File: src/rtl/ps2_host_tx.sv
// ps2_host_tx: PS/2 host-to-device transmitter (clock inhibit, request-to-send, 11-bit frame, ACK check).
// Latency: lines are inhibited the cycle after tx_start; done/error pulse once the device idles or a timer expires.
// Backpressure: tx_start is dropped while busy, including the done/error cycle; nothing is queued.
//
// Ports:
//   clk, reset            system clock, asynchronous active-high reset
//   tx_data, tx_start     command byte and its one-cycle request
//   ps2_clk_i, ps2_dat_i  asynchronous pad readback of the PS/2 lines
//   ps2_clk_oe, ps2_dat_oe open-drain pull-down enables (1 = drive low)
//   busy, done, error     transfer status and one-cycle completion pulses

// Line conditioner: 2-FF synchroniser followed by a run-length debounce.
// Latency: 2 sync cycles plus FILTER_LEN consecutive differing samples before the level changes.
// Backpressure: none; free-running on every cycle.
module ps2_line_filter #(
    parameter int FILTER_LEN = 8
) (
    input  logic clk,
    input  logic reset,
    input  logic line_i,
    output logic level_o
);
    localparam int CW = (FILTER_LEN > 1) ? $clog2(FILTER_LEN) : 1;
    localparam logic [CW-1:0] CNT_LAST = CW'(FILTER_LEN - 1);

    logic [1:0]    sync_q;
    logic [CW-1:0] cnt_q;
    logic [CW-1:0] cnt_d;
    logic          level_q;
    logic          level_d;

    // Count consecutive samples that disagree with the accepted level; any
    // agreeing sample restarts the run, so short glitches never get through.
    always_comb begin
        cnt_d   = '0;
        level_d = level_q;
        if (sync_q[1] != level_q) begin
            if (cnt_q == CNT_LAST) begin
                level_d = sync_q[1];
            end else begin
                cnt_d = cnt_q + CW'(1);
            end
        end
    end

    // Idle bus level is high, so the synchroniser and level reset to 1 to
    // avoid a phantom falling edge coming out of reset.
    always_ff @(posedge clk or posedge reset) begin
        if (reset) begin
            sync_q  <= 2'b11;
            cnt_q   <= '0;
            level_q <= 1'b1;
        end else begin
            sync_q  <= {sync_q[0], line_i};
            cnt_q   <= cnt_d;
            level_q <= level_d;
        end
    end

    assign level_o = level_q;
endmodule

module ps2_host_tx #(
    parameter int INHIBIT_CYCLES = 4800,
    parameter int START_TIMEOUT  = 720000,
    parameter int XFER_TIMEOUT   = 96000,
    parameter int FILTER_LEN     = 8
) (
    input  logic       clk,
    input  logic       reset,
    input  logic [7:0] tx_data,
    input  logic       tx_start,
    input  logic       ps2_clk_i,
    input  logic       ps2_dat_i,
    output logic       ps2_clk_oe,
    output logic       ps2_dat_oe,
    output logic       busy,
    output logic       done,
    output logic       error
);
    // One timer serves all phases; it is sized for the longest wait, so
    // INHIBIT_CYCLES and XFER_TIMEOUT must not exceed START_TIMEOUT.
    localparam int TW = $clog2(START_TIMEOUT + 1);
    localparam logic [TW-1:0] TMAX      = '1;
    localparam logic [TW-1:0] INH_PRE   = TW'(INHIBIT_CYCLES - 2);
    localparam logic [TW-1:0] INH_LAST  = TW'(INHIBIT_CYCLES - 1);
    localparam logic [TW-1:0] START_LST = TW'(START_TIMEOUT - 1);
    localparam logic [TW-1:0] XFER_LST  = TW'(XFER_TIMEOUT - 1);

    typedef enum logic [2:0] {
        IDLE,
        INHIBIT,
        REQ,
        SHIFT,
        WAIT_IDLE,
        ERR
    } state_t;

    state_t        state_q, state_d;
    logic [TW-1:0] timer_q, timer_d;
    logic [TW-1:0] timer_inc;
    logic [3:0]    bitcnt_q, bitcnt_d;
    logic [7:0]    data_q, data_d;
    logic          par_q, par_d;
    logic          clk_oe_q, clk_oe_d;
    logic          dat_oe_q, dat_oe_d;
    logic          busy_q, busy_d;
    logic          done_q, done_d;
    logic          error_q, error_d;
    logic          clk_prev_q;

    logic          clk_lvl;
    logic          dat_lvl;
    logic          clk_fall;

    ps2_line_filter #(.FILTER_LEN(FILTER_LEN)) u_clk_filt (
        .clk     (clk),
        .reset   (reset),
        .line_i  (ps2_clk_i),
        .level_o (clk_lvl)
    );

    ps2_line_filter #(.FILTER_LEN(FILTER_LEN)) u_dat_filt (
        .clk     (clk),
        .reset   (reset),
        .line_i  (ps2_dat_i),
        .level_o (dat_lvl)
    );

    // Single-cycle strobe on the filtered clock going 1 -> 0.
    assign clk_fall  = clk_prev_q & ~clk_lvl;
    assign timer_inc = (timer_q == TMAX) ? timer_q : timer_q + TW'(1);

    always_comb begin
        state_d  = state_q;
        timer_d  = timer_inc;
        bitcnt_d = bitcnt_q;
        data_d   = data_q;
        par_d    = par_q;
        clk_oe_d = clk_oe_q;
        dat_oe_d = dat_oe_q;
        busy_d   = busy_q;
        done_d   = 1'b0;
        error_d  = 1'b0;

        case (state_q)
            IDLE: begin
                clk_oe_d = 1'b0;
                dat_oe_d = 1'b0;
                busy_d   = 1'b0;
                timer_d  = '0;
                // busy_q is still high in the done cycle, which drops a
                // request arriving alongside the done pulse.
                if (tx_start && !busy_q) begin
                    data_d   = tx_data;
                    par_d    = ~^tx_data;
                    busy_d   = 1'b1;
                    clk_oe_d = 1'b1;
                    state_d  = INHIBIT;
                end
            end

            INHIBIT: begin
                // Start bit goes low on the final inhibit cycle so data is
                // already low when the clock is released.
                if (timer_q == INH_PRE) begin
                    dat_oe_d = 1'b1;
                end
                if (timer_q == INH_LAST) begin
                    clk_oe_d = 1'b0;
                    state_d  = REQ;
                end
            end

            REQ: begin
                if (clk_fall) begin
                    dat_oe_d = ~data_q[0];
                    bitcnt_d = 4'd1;
                    state_d  = SHIFT;
                end else if (timer_q >= START_LST) begin
                    state_d  = ERR;
                    error_d  = 1'b1;
                    clk_oe_d = 1'b0;
                    dat_oe_d = 1'b0;
                end
            end

            SHIFT: begin
                if (clk_fall) begin
                    bitcnt_d = bitcnt_q + 4'd1;
                    // bitcnt_q holds the number of edges already seen, so
                    // this edge is bitcnt_q + 1 and drives data bit bitcnt_q.
                    case (bitcnt_q)
                        4'd1, 4'd2, 4'd3, 4'd4, 4'd5, 4'd6, 4'd7: begin
                            dat_oe_d = ~data_q[bitcnt_q[2:0]];
                        end
                        4'd8: begin
                            dat_oe_d = ~par_q;
                        end
                        4'd9: begin
                            dat_oe_d = 1'b0;
                        end
                        4'd10: begin
                            if (dat_lvl) begin
                                state_d  = ERR;
                                error_d  = 1'b1;
                                clk_oe_d = 1'b0;
                                dat_oe_d = 1'b0;
                            end else begin
                                state_d = WAIT_IDLE;
                            end
                        end
                        default: begin
                        end
                    endcase
                end else if (timer_q >= XFER_LST) begin
                    state_d  = ERR;
                    error_d  = 1'b1;
                    clk_oe_d = 1'b0;
                    dat_oe_d = 1'b0;
                end
            end

            WAIT_IDLE: begin
                if (clk_lvl && dat_lvl) begin
                    // busy stays high through the done cycle; IDLE drops it.
                    done_d   = 1'b1;
                    clk_oe_d = 1'b0;
                    dat_oe_d = 1'b0;
                    state_d  = IDLE;
                end else if (timer_q >= XFER_LST) begin
                    state_d  = ERR;
                    error_d  = 1'b1;
                    clk_oe_d = 1'b0;
                    dat_oe_d = 1'b0;
                end
            end

            ERR: begin
                busy_d  = 1'b0;
                state_d = IDLE;
            end

            default: begin
                state_d  = IDLE;
                clk_oe_d = 1'b0;
                dat_oe_d = 1'b0;
                busy_d   = 1'b0;
            end
        endcase

        // Every phase measures its own window from its first cycle.
        if (state_d != state_q) begin
            timer_d = '0;
        end
    end

    always_ff @(posedge clk or posedge reset) begin
        if (reset) begin
            state_q    <= IDLE;
            timer_q    <= '0;
            bitcnt_q   <= '0;
            data_q     <= '0;
            par_q      <= 1'b0;
            clk_oe_q   <= 1'b0;
            dat_oe_q   <= 1'b0;
            busy_q     <= 1'b0;
            done_q     <= 1'b0;
            error_q    <= 1'b0;
            clk_prev_q <= 1'b1;
        end else begin
            state_q    <= state_d;
            timer_q    <= timer_d;
            bitcnt_q   <= bitcnt_d;
            data_q     <= data_d;
            par_q      <= par_d;
            clk_oe_q   <= clk_oe_d;
            dat_oe_q   <= dat_oe_d;
            busy_q     <= busy_d;
            done_q     <= done_d;
            error_q    <= error_d;
            clk_prev_q <= clk_lvl;
        end
    end

    assign ps2_clk_oe = clk_oe_q;
    assign ps2_dat_oe = dat_oe_q;
    assign busy       = busy_q;
    assign done       = done_q;
    assign error      = error_q;
endmodule

File: config.mk
export PLATFORM = sky130hd
export DESIGN_NAME = ps2_host_tx
export DESIGN_NICKNAME = d
export VERILOG_FILES = /design/src/rtl/ps2_host_tx.sv
export SDC_FILE = /design/constraint.sdc
export NUM_CORES = 1
export LEC_CHECK = 0
export BUFFER_PORTS_ARGS = -buffer_cell sky130_fd_sc_hd__clkbuf_2
export CORE_ASPECT_RATIO = 0.9
export CORE_MARGIN = 4
export CORE_UTILIZATION = 45
export CTS_CLUSTER_SIZE = 16
export DETAILED_ROUTE_END_ITERATION = 10
export GPL_ROUTABILITY_DRIVEN = 0
export PLACE_DENSITY = 0.66
export RECOVER_POWER = 25
export SLEW_MARGIN = 20
export SYNTH_ARGS = -nofsm -noshare
export SYNTH_HDL_FRONTEND = slang
export SYNTH_SLANG_ARGS = --single-unit
File: constraint.sdc
create_clock -name clk -period 2.6 [get_ports clk]
set_input_delay 0.26 -clock clk [delete_from_list [all_inputs] [get_ports clk]]
set_output_delay 0.26 -clock clk [all_outputs]
set_load 0.005 [all_outputs]
==> flow_summary_export.csv, run 1 <==
group,metric,value,unit
detailed_routing,drt_iter0_drc,232,
grt,antenna_found_initial,0,
logic_synthesis,synth_area_leaders,"dfrtp_1 38%, dfstp_2 5.9%, nor3_1 4.5%",
power_and_ir_drop,p_sw_frac,0.261,
clock_tree,h-tree-depth,2,
floorplanning,dieWidth,96.0,um
logic_synthesis,netlist_instances,308,
detailed_routing,vias,2352,
setup_path,worstSetupPathType,"reg -> reg",
layout,finalNetCount,352,
logic_synthesis,yosysSeqAreaShare,0.434,
detailed_routing,drc,0,
floorplanning,start_util,0.471,
grt,grt-ovfl-total,0,
timing,tightestPinTransition,1.31,ns
power_and_ir_drop,power.switching,0.423,mW
timing,fmax,428,MHz
logic_synthesis,yosysTopAreaCellShare,0.375,
setup_path,crit_fanout,9,
power_and_ir_drop,ir_worst_vdd,0.252,mV
timing,skew,0.0131,ns
setup_path,worstPathArrival,2.55,ns
timing,fin_crit_sh,0.898,
layout,drive_gt1_frac,0.212,
timing,relSlewSlack,0.129,
power_and_ir_drop,power.share.clock,0.295,
setup_path,slowest_delay,0.43,ns
layout,antenna_cells,0,
floorplanning,core_area,6660,um^2
clock_tree,cts_resized,0,
timing,fin_setup_tns,0,ns
logic_synthesis,syn_avg_cell_area,10.2,um^2
timing,rsz0062_at_grt,"no",
timing,hold_viol,0,
clock_tree,cts_tree,"done",
layout,area_growth,9.86,%
logic_synthesis,yosys.area.top_type,"dfrtp_1",
setup_path,startpoint_type,"flop",
detailed_routing,drtAntennaViolNets,0,
logic_synthesis,yosysWarnings,0,
clock_tree,clk_latency,0.31,ns
clock_tree,numCtsBuffers,5,
detailed_routing,drt_wl_total,6200,um
power_and_ir_drop,p_seq_frac,0.590,
logic_synthesis,synth_edf_count,0,
timing,slew_viol_final,0,
power_and_ir_drop,p_per_area,472,nW/um^2
timing,fin_ws,0.265,ns
detailed_routing,via_per_inst,5.60,
logic_synthesis,synth_nets,331,
clock_tree,clock_path_buffers,2,
detailed_routing,drt_first_pass_iters,4,
grt,grt_first_pass_wirelength,11100,um
timing,period_minus_slack,2.33,ns
logic_synthesis,ys_ff_latch,54,
grt,grt_max_degree,55,
logic_synthesis,synth_cell_type_count,64,
floorplanning,die-area,8370,um^2
setup_path,cp_data_required_time,2.82,ns
setup_path,end_kind,"flop",
outcome,status,"complete, no violations",
detailed_routing,wire_per_inst,14.8,um
placement,portBuffers,17,
floorplanning,rows,28,
power_and_ir_drop,power_leakage,1.50,nW
logic_synthesis,async_reset_ff_frac,1.00,
setup_path,slowest_stage,"dfrtp_1",
grt,grt_pass1_vias,2247,
logic_synthesis,syn_area,3130,um^2
clock_tree,clock-sinks,54,
placement,place_hpwl,4670,um
power_and_ir_drop,combPwrFrac,0.114,
floorplanning,ios,18,
placement,place_ws,0.309,ns
timing,setup-violations-final,0,
grt,grtUsageTotal,0.168,
layout,utilization,0.517,
power_and_ir_drop,intPower,1.20,mW
clock_tree,clk_pin_slew,0.11,ns
setup_path,cp_cell_sequence,"ha_1 -> and4_4 -> a2111oi_4 -> o21ai_0 -> a21oi_1 -> a22oi_1 -> buf_4 -> nor4_4",
job,max_cap_viol_count,0,
clock_tree,clk_root_buffer_cell,"clkbuf_8",
logic_synthesis,ys.flop_type,"dfrtp_1",
min_path,hp-class,"in -> reg",
floorplanning,fp.dieH,87.2,um
## layout make-up
class	count	area (um^2)
Clock buffer	5	68.8
Clock inverter	3	25.0
Fill cell	626	3210
Inverter	7	26.3
Multi-Input combinational cell	231	1660
Sequential cell	54	1360
Tap cell	90	113
Timing Repair Buffer	30	195
## registers in the layout, indices dropped and copies added (netlist names), 2 cells and up
| register | count |
|---|---|
| u_dat_filt.sync_q | 2 |
| state_q | 3 |
| timer_q | 20 |
| u_clk_filt.cnt_q | 3 |
| data_q | 8 |
| bitcnt_q | 4 |
| u_dat_filt.cnt_q | 3 |
| u_clk_filt.sync_q | 2 |
## layout by cell type (no fill, tap or decap), types with 2 or more instances in the layout
cell type and count:
clkbuf_2 18, nor3_2 2, nor3_1 28, o31ai_1 2, nor4bb_1 2, o21ai_0 16
ha_1 10, mux4_2 2, nor4b_1 2, dfrtp_1 47, mux2_2 10, a22oi_1 2
xor2_1 14, o21a_1 2, a21oi_1 10, nor2_1 8, nor3b_1 2, and2_1 5
buf_4 10, nor4_1 6, dfstp_2 6, a311oi_1 2, nand4_1 6, nand3_1 12
xnor2_1 12, clkbuf_8 5, and3_1 6, a31o_2 2, nand3b_1 2, nand2_1 28
o41ai_1 2, and4_1 3, nor2b_1 4, and3b_1 2, inv_1 6
## worst paths after layout
check / from / to / slack, ns / cells past startpoint
max in group asynchronous: reset / timer_q[0] / 0.90 / 4
setup / recovery: timer_q[1] / timer_q[16] / 0.27 / 8
hold / removal: ps2_dat_i / u_dat_filt.sync_q[0] / 0.01 / 1
setup reg to reg: timer_q[1] / timer_q[16] / 0.27 / 8
hold reg to reg: u_clk_filt.sync_q[0] / u_clk_filt.sync_q[1] / 0.36 / 0
min in group asynchronous: reset / timer_q[15] / 0.89 / 4
## Yosys cell counts (all sizes together), types with 2 or more instances
cell     n
nor4b    2
dfrtp   47
inv      7
o31ai    2
and2     6
ha      10
nor4bb   2
nor4     7
and3     7
o41ai    2
xnor2   12
nand3b   2
a21oi   10
o21a     2
nor2     8
a211oi   2
nor2b    4
xor2    14
clkbuf   7
nand3   13
a311oi   2
mux4     2
a31o     2
or3      2
nand4    6
nor3    30
o21ai   16
nor3b    2
buf      9
nand2   28
a22oi    2
and3b    2
mux2i    2
dfstp    7
mux2    10
and4     5
## repair_timing
item,in CTS,in global routing
setup buffers,0,0
hold buffers,1,0
hold endpoints to repair,47,0
## critical path: cells and delay by family (launching register included)
kind	cells	cell delay, ns
buffers and inverters	1	0.20
flip-flops	1	0.43
AO/OA/AOI/OAI	4	0.91
adder cells (fa/ha/maj)	1	0.24
AND/OR/NAND/NOR	2	0.48
## routing by layer
metal	track usage	routed length, um	share of wire
met5	0	0	0
met4	0.0426	71	0.011
met3	0.0285	273	0.044
met2	0.261	2820	0.45
met1	0.244	3040	0.49
## metrics by stage
step | hold slack, ns | instance area [um^2] | total power, mW | std cells
floorplan | 0.264 | 3130 | 1.11 | 308
global placement | 0.317 | 3350 | 1.16 | 411
detailed placement | 0.322 | 3350 | 1.17 | 411
CTS | 0.00338 | 3460 | 1.66 | 420
global route | 0.00269 | 3440 | 1.73 | 420
finish | 0.0144 | 3440 | 1.62 | 420
## power groups by stage
stage | registers, mW | logic (mW) | clock network [mW]
floorplan | 0.953 | 0.155 | 0
global placement | 0.973 | 0.187 | 0
detailed placement | 0.977 | 0.190 | 0
CTS | 0.961 | 0.194 | 0.505
global route | 0.967 | 0.219 | 0.547
finish | 0.959 | 0.186 | 0.479
## cells by family (layout without fill, tap and decap cells)
family,after synthesis,count (layout),share of synthesized area
and+or+nand+nor,129,129,0.236
DFF,54,54,0.434
AOI/OAI and AO/OA,52,52,0.121
xor gates and xnor gates,26,26,0.0727
buffers and inverters,23,45,0.0391
muxes,14,14,0.0567
adders and majority gates,10,10,0.0399
Power figures use the tool's default switching activity.
==> run 2, diff against run 1 <==
==> constraint.sdc (replaced) <==
create_clock -name clk -period 2.6 [get_ports clk]
set_input_delay 0.78 -clock clk [delete_from_list [all_inputs] [get_ports clk]]
set_output_delay 0.78 -clock clk [all_outputs]
set_load 0.005 [all_outputs]
==> run 2 against run 1 <==
- clock power shrank 2%
- via count up 1.8%
- core utilization up 0.056 points
- critical endpoint unchanged
- largest power group unchanged
==> flow_summary_export.csv, run 2 (synthesis gave the netlist of run 1 again) <==
group,metric,value,unit
floorplanning,dieWidth,96.0,um
min_path,hp-class,"reg -> reg",
min_path,hold_path_end,"u_clk_filt.sync_q[1]",
power_and_ir_drop,intPower,1.20,mW
clock_tree,clk_latency,0.31,ns
min_path,hold_depth,0,
clock_tree,numCtsBuffers,5,
setup_path,crit_buf_inv,1,
placement,portBuffers,17,
timing,period_minus_slack,2.37,ns
grt,grtUsageTotal,0.166,
timing,setup-violations-final,0,
detailed_routing,drc,0,
layout,final_common_cell,"dfrtp_1",
floorplanning,ios,18,
detailed_routing,drt_wl_total,6350,um
layout,finalNetCount,351,
timing,rsz0062_at_grt,"no",
detailed_routing,via_per_inst,5.71,
timing,slew_viol_final,0,
setup_path,worstPathArrival,2.58,ns
layout,reg_top3,"timer_q: 20 flops, data_q: 8 flops, bitcnt_q: 4 flops",
setup_path,cp_data_required_time,2.81,ns
timing,tightestPinTransition,1.08,ns
layout,layout_common_cells,"47 x dfrtp_1, 28 x nor3_1, 28 x nand2_1",
clock_tree,clk_pin_slew,0.09,ns
timing,skew,0.0124,ns
timing,fmax,422,MHz
setup_path,rr_worst_depth,8,
detailed_routing,vias,2394,
clock_tree,h-tree-depth,2,
grt,antenna_found_initial,0,
placement,place_hpwl,4790,um
setup_path,slowest_stage,"dfrtp_1",
timing,fin_setup_tns,0,ns
detailed_routing,wire_per_inst,15.2,um
clock_tree,clock-sinks,54,
detailed_routing,drt_first_pass_iters,4,
power_and_ir_drop,p_per_area,469,nW/um^2
setup_path,cp_cell_sequence,"ha_1 -> and4_4 -> a2111oi_4 -> nor3_1 -> a211oi_2 -> a22oi_1 -> buf_4 -> nor4_4",
floorplanning,fp.dieH,87.2,um
clock_tree,postCtsHoldBufs,0,
setup_path,critical-path-top-delay-family,"compound AO/OA/AOI/OAI gates",
setup_path,worstSetupPathType,"reg -> reg",
clock_tree,cts_resized,0,
setup_path,worstSetupStartpoint,"timer_q[1]",
layout,final_cells,419,
timing,relSlewSlack,0.279,
power_and_ir_drop,ir_worst_vdd,0.219,mV
placement,dp.cells,411,
floorplanning,rows,28,
detailed_routing,drt_iter0_drc,214,
clock_tree,cts_tree,"done",
layout,largest_register_ffs,20,
clock_tree,cts_setup_buffers,0,
outcome,status,"complete, no violations",
grt,grt_max_degree,29,
clock_tree,clock_path_buffers,2,
grt,grt-ovfl-total,0,
power_and_ir_drop,p_sw_frac,0.258,
setup_path,startpoint_type,"flop",
layout,area_growth,9.98,%
grt,grt_pass1_vias,2310,
layout,antenna_cells,0,
floorplanning,core_area,6660,um^2
setup_path,slowest_delay,0.43,ns
min_path,min_from,"u_clk_filt.sync_q[0]",
setup_path,rrSetupSlack,0.23,ns
power_and_ir_drop,power.switching,0.416,mW
setup_path,crit_fanout,10,
power_and_ir_drop,power.share.clock,0.291,
power_and_ir_drop,combPwrFrac,0.117,
power_and_ir_drop,power.total,1.62,mW
floorplanning,start_util,0.471,
power_and_ir_drop,power_leakage,1.50,nW
timing,fin_crit_sh,0.911,
setup_path,r2r_start,"timer_q[1]",
timing,hold_viol,0,
clock_tree,clk_root_buffer_cell,"clkbuf_8",
floorplanning,die-area,8370,um^2
detailed_routing,drtAntennaViolNets,0,
layout,drive_gt1_frac,0.213,
grt,grt_first_pass_wirelength,11000,um
setup_path,r2r_end,"timer_q[16]",
job,max_cap_viol_count,0,
layout,regMostFlops,"timer_q",
setup_path,end_kind,"flop",
timing,timing.hold.ws,0.364,ns
power_and_ir_drop,p_seq_frac,0.592,
==> run 2: cell types whose count changed in the layout (fill, tap and decap cells not counted), sizes merged <==
cell / delta
clkinvlp: +1
buf: +1
clkbuf: -1
dlygate4sd3: -1
inv: +1
clkinv: -2
==> run 2: final cells by class <==
| type | instances | area, um^2 |
|---|---|---|
| Clock buffer | 5 | 68.8 |
| Clock inverter | 3 | 23.8 |
| Fill cell | 607 | 3210 |
| Inverter | 7 | 26.3 |
| Multi-Input combinational cell | 231 | 1660 |
| Sequential cell | 54 | 1360 |
| Tap cell | 90 | 113 |
| Timing Repair Buffer | 29 | 200 |
==> run 2: worst max-delay path by stage <==
stage	cells after the start	endpoint	slack, ns
after floorplan	8	timer_q[0]	0.45
after global placement	8	timer_q[16]	0.32
after detailed placement	8	timer_q[16]	0.25
after CTS	8	timer_q[16]	0.22
after global routing	9	timer_q[16]	0.10
final	8	timer_q[16]	0.23
==> run 2: stage by stage <==
| step | setup WS, ns | instance area, um^2 | utilization |
|---|---|---|---|
| floorplan | 0.454 | 3130 | - |
| global placement | 0.323 | 3350 | 0.504 |
| detailed placement | 0.255 | 3350 | 0.504 |
| CTS | 0.224 | 3450 | 0.518 |
| global route | 0.102 | 3450 | 0.518 |
| finish | 0.232 | 3450 | 0.518 |
==> run 2: power by group through the flow <==
stage / sequential [mW] / combinational, mW / clock (mW)
2_1_floorplan: 0.953 / 0.155 / 0
3_3_place_gp: 0.974 / 0.188 / 0
3_5_place_dp: 0.976 / 0.192 / 0
4_1_cts: 0.960 / 0.194 / 0.493
5_1_grt: 0.965 / 0.220 / 0.534
6_report: 0.957 / 0.189 / 0.470
==> run 2: metal layers <==
metal | vias to the layer above | GRT usage | wire, um
met5 | - | 0 | 0
met4 | 0 | 0.0452 | 76
met3 | 8 | 0.0346 | 332
met2 | 62 | 0.247 | 2790
met1 | 1158 | 0.246 | 3150
li1 | 1166 | - | -
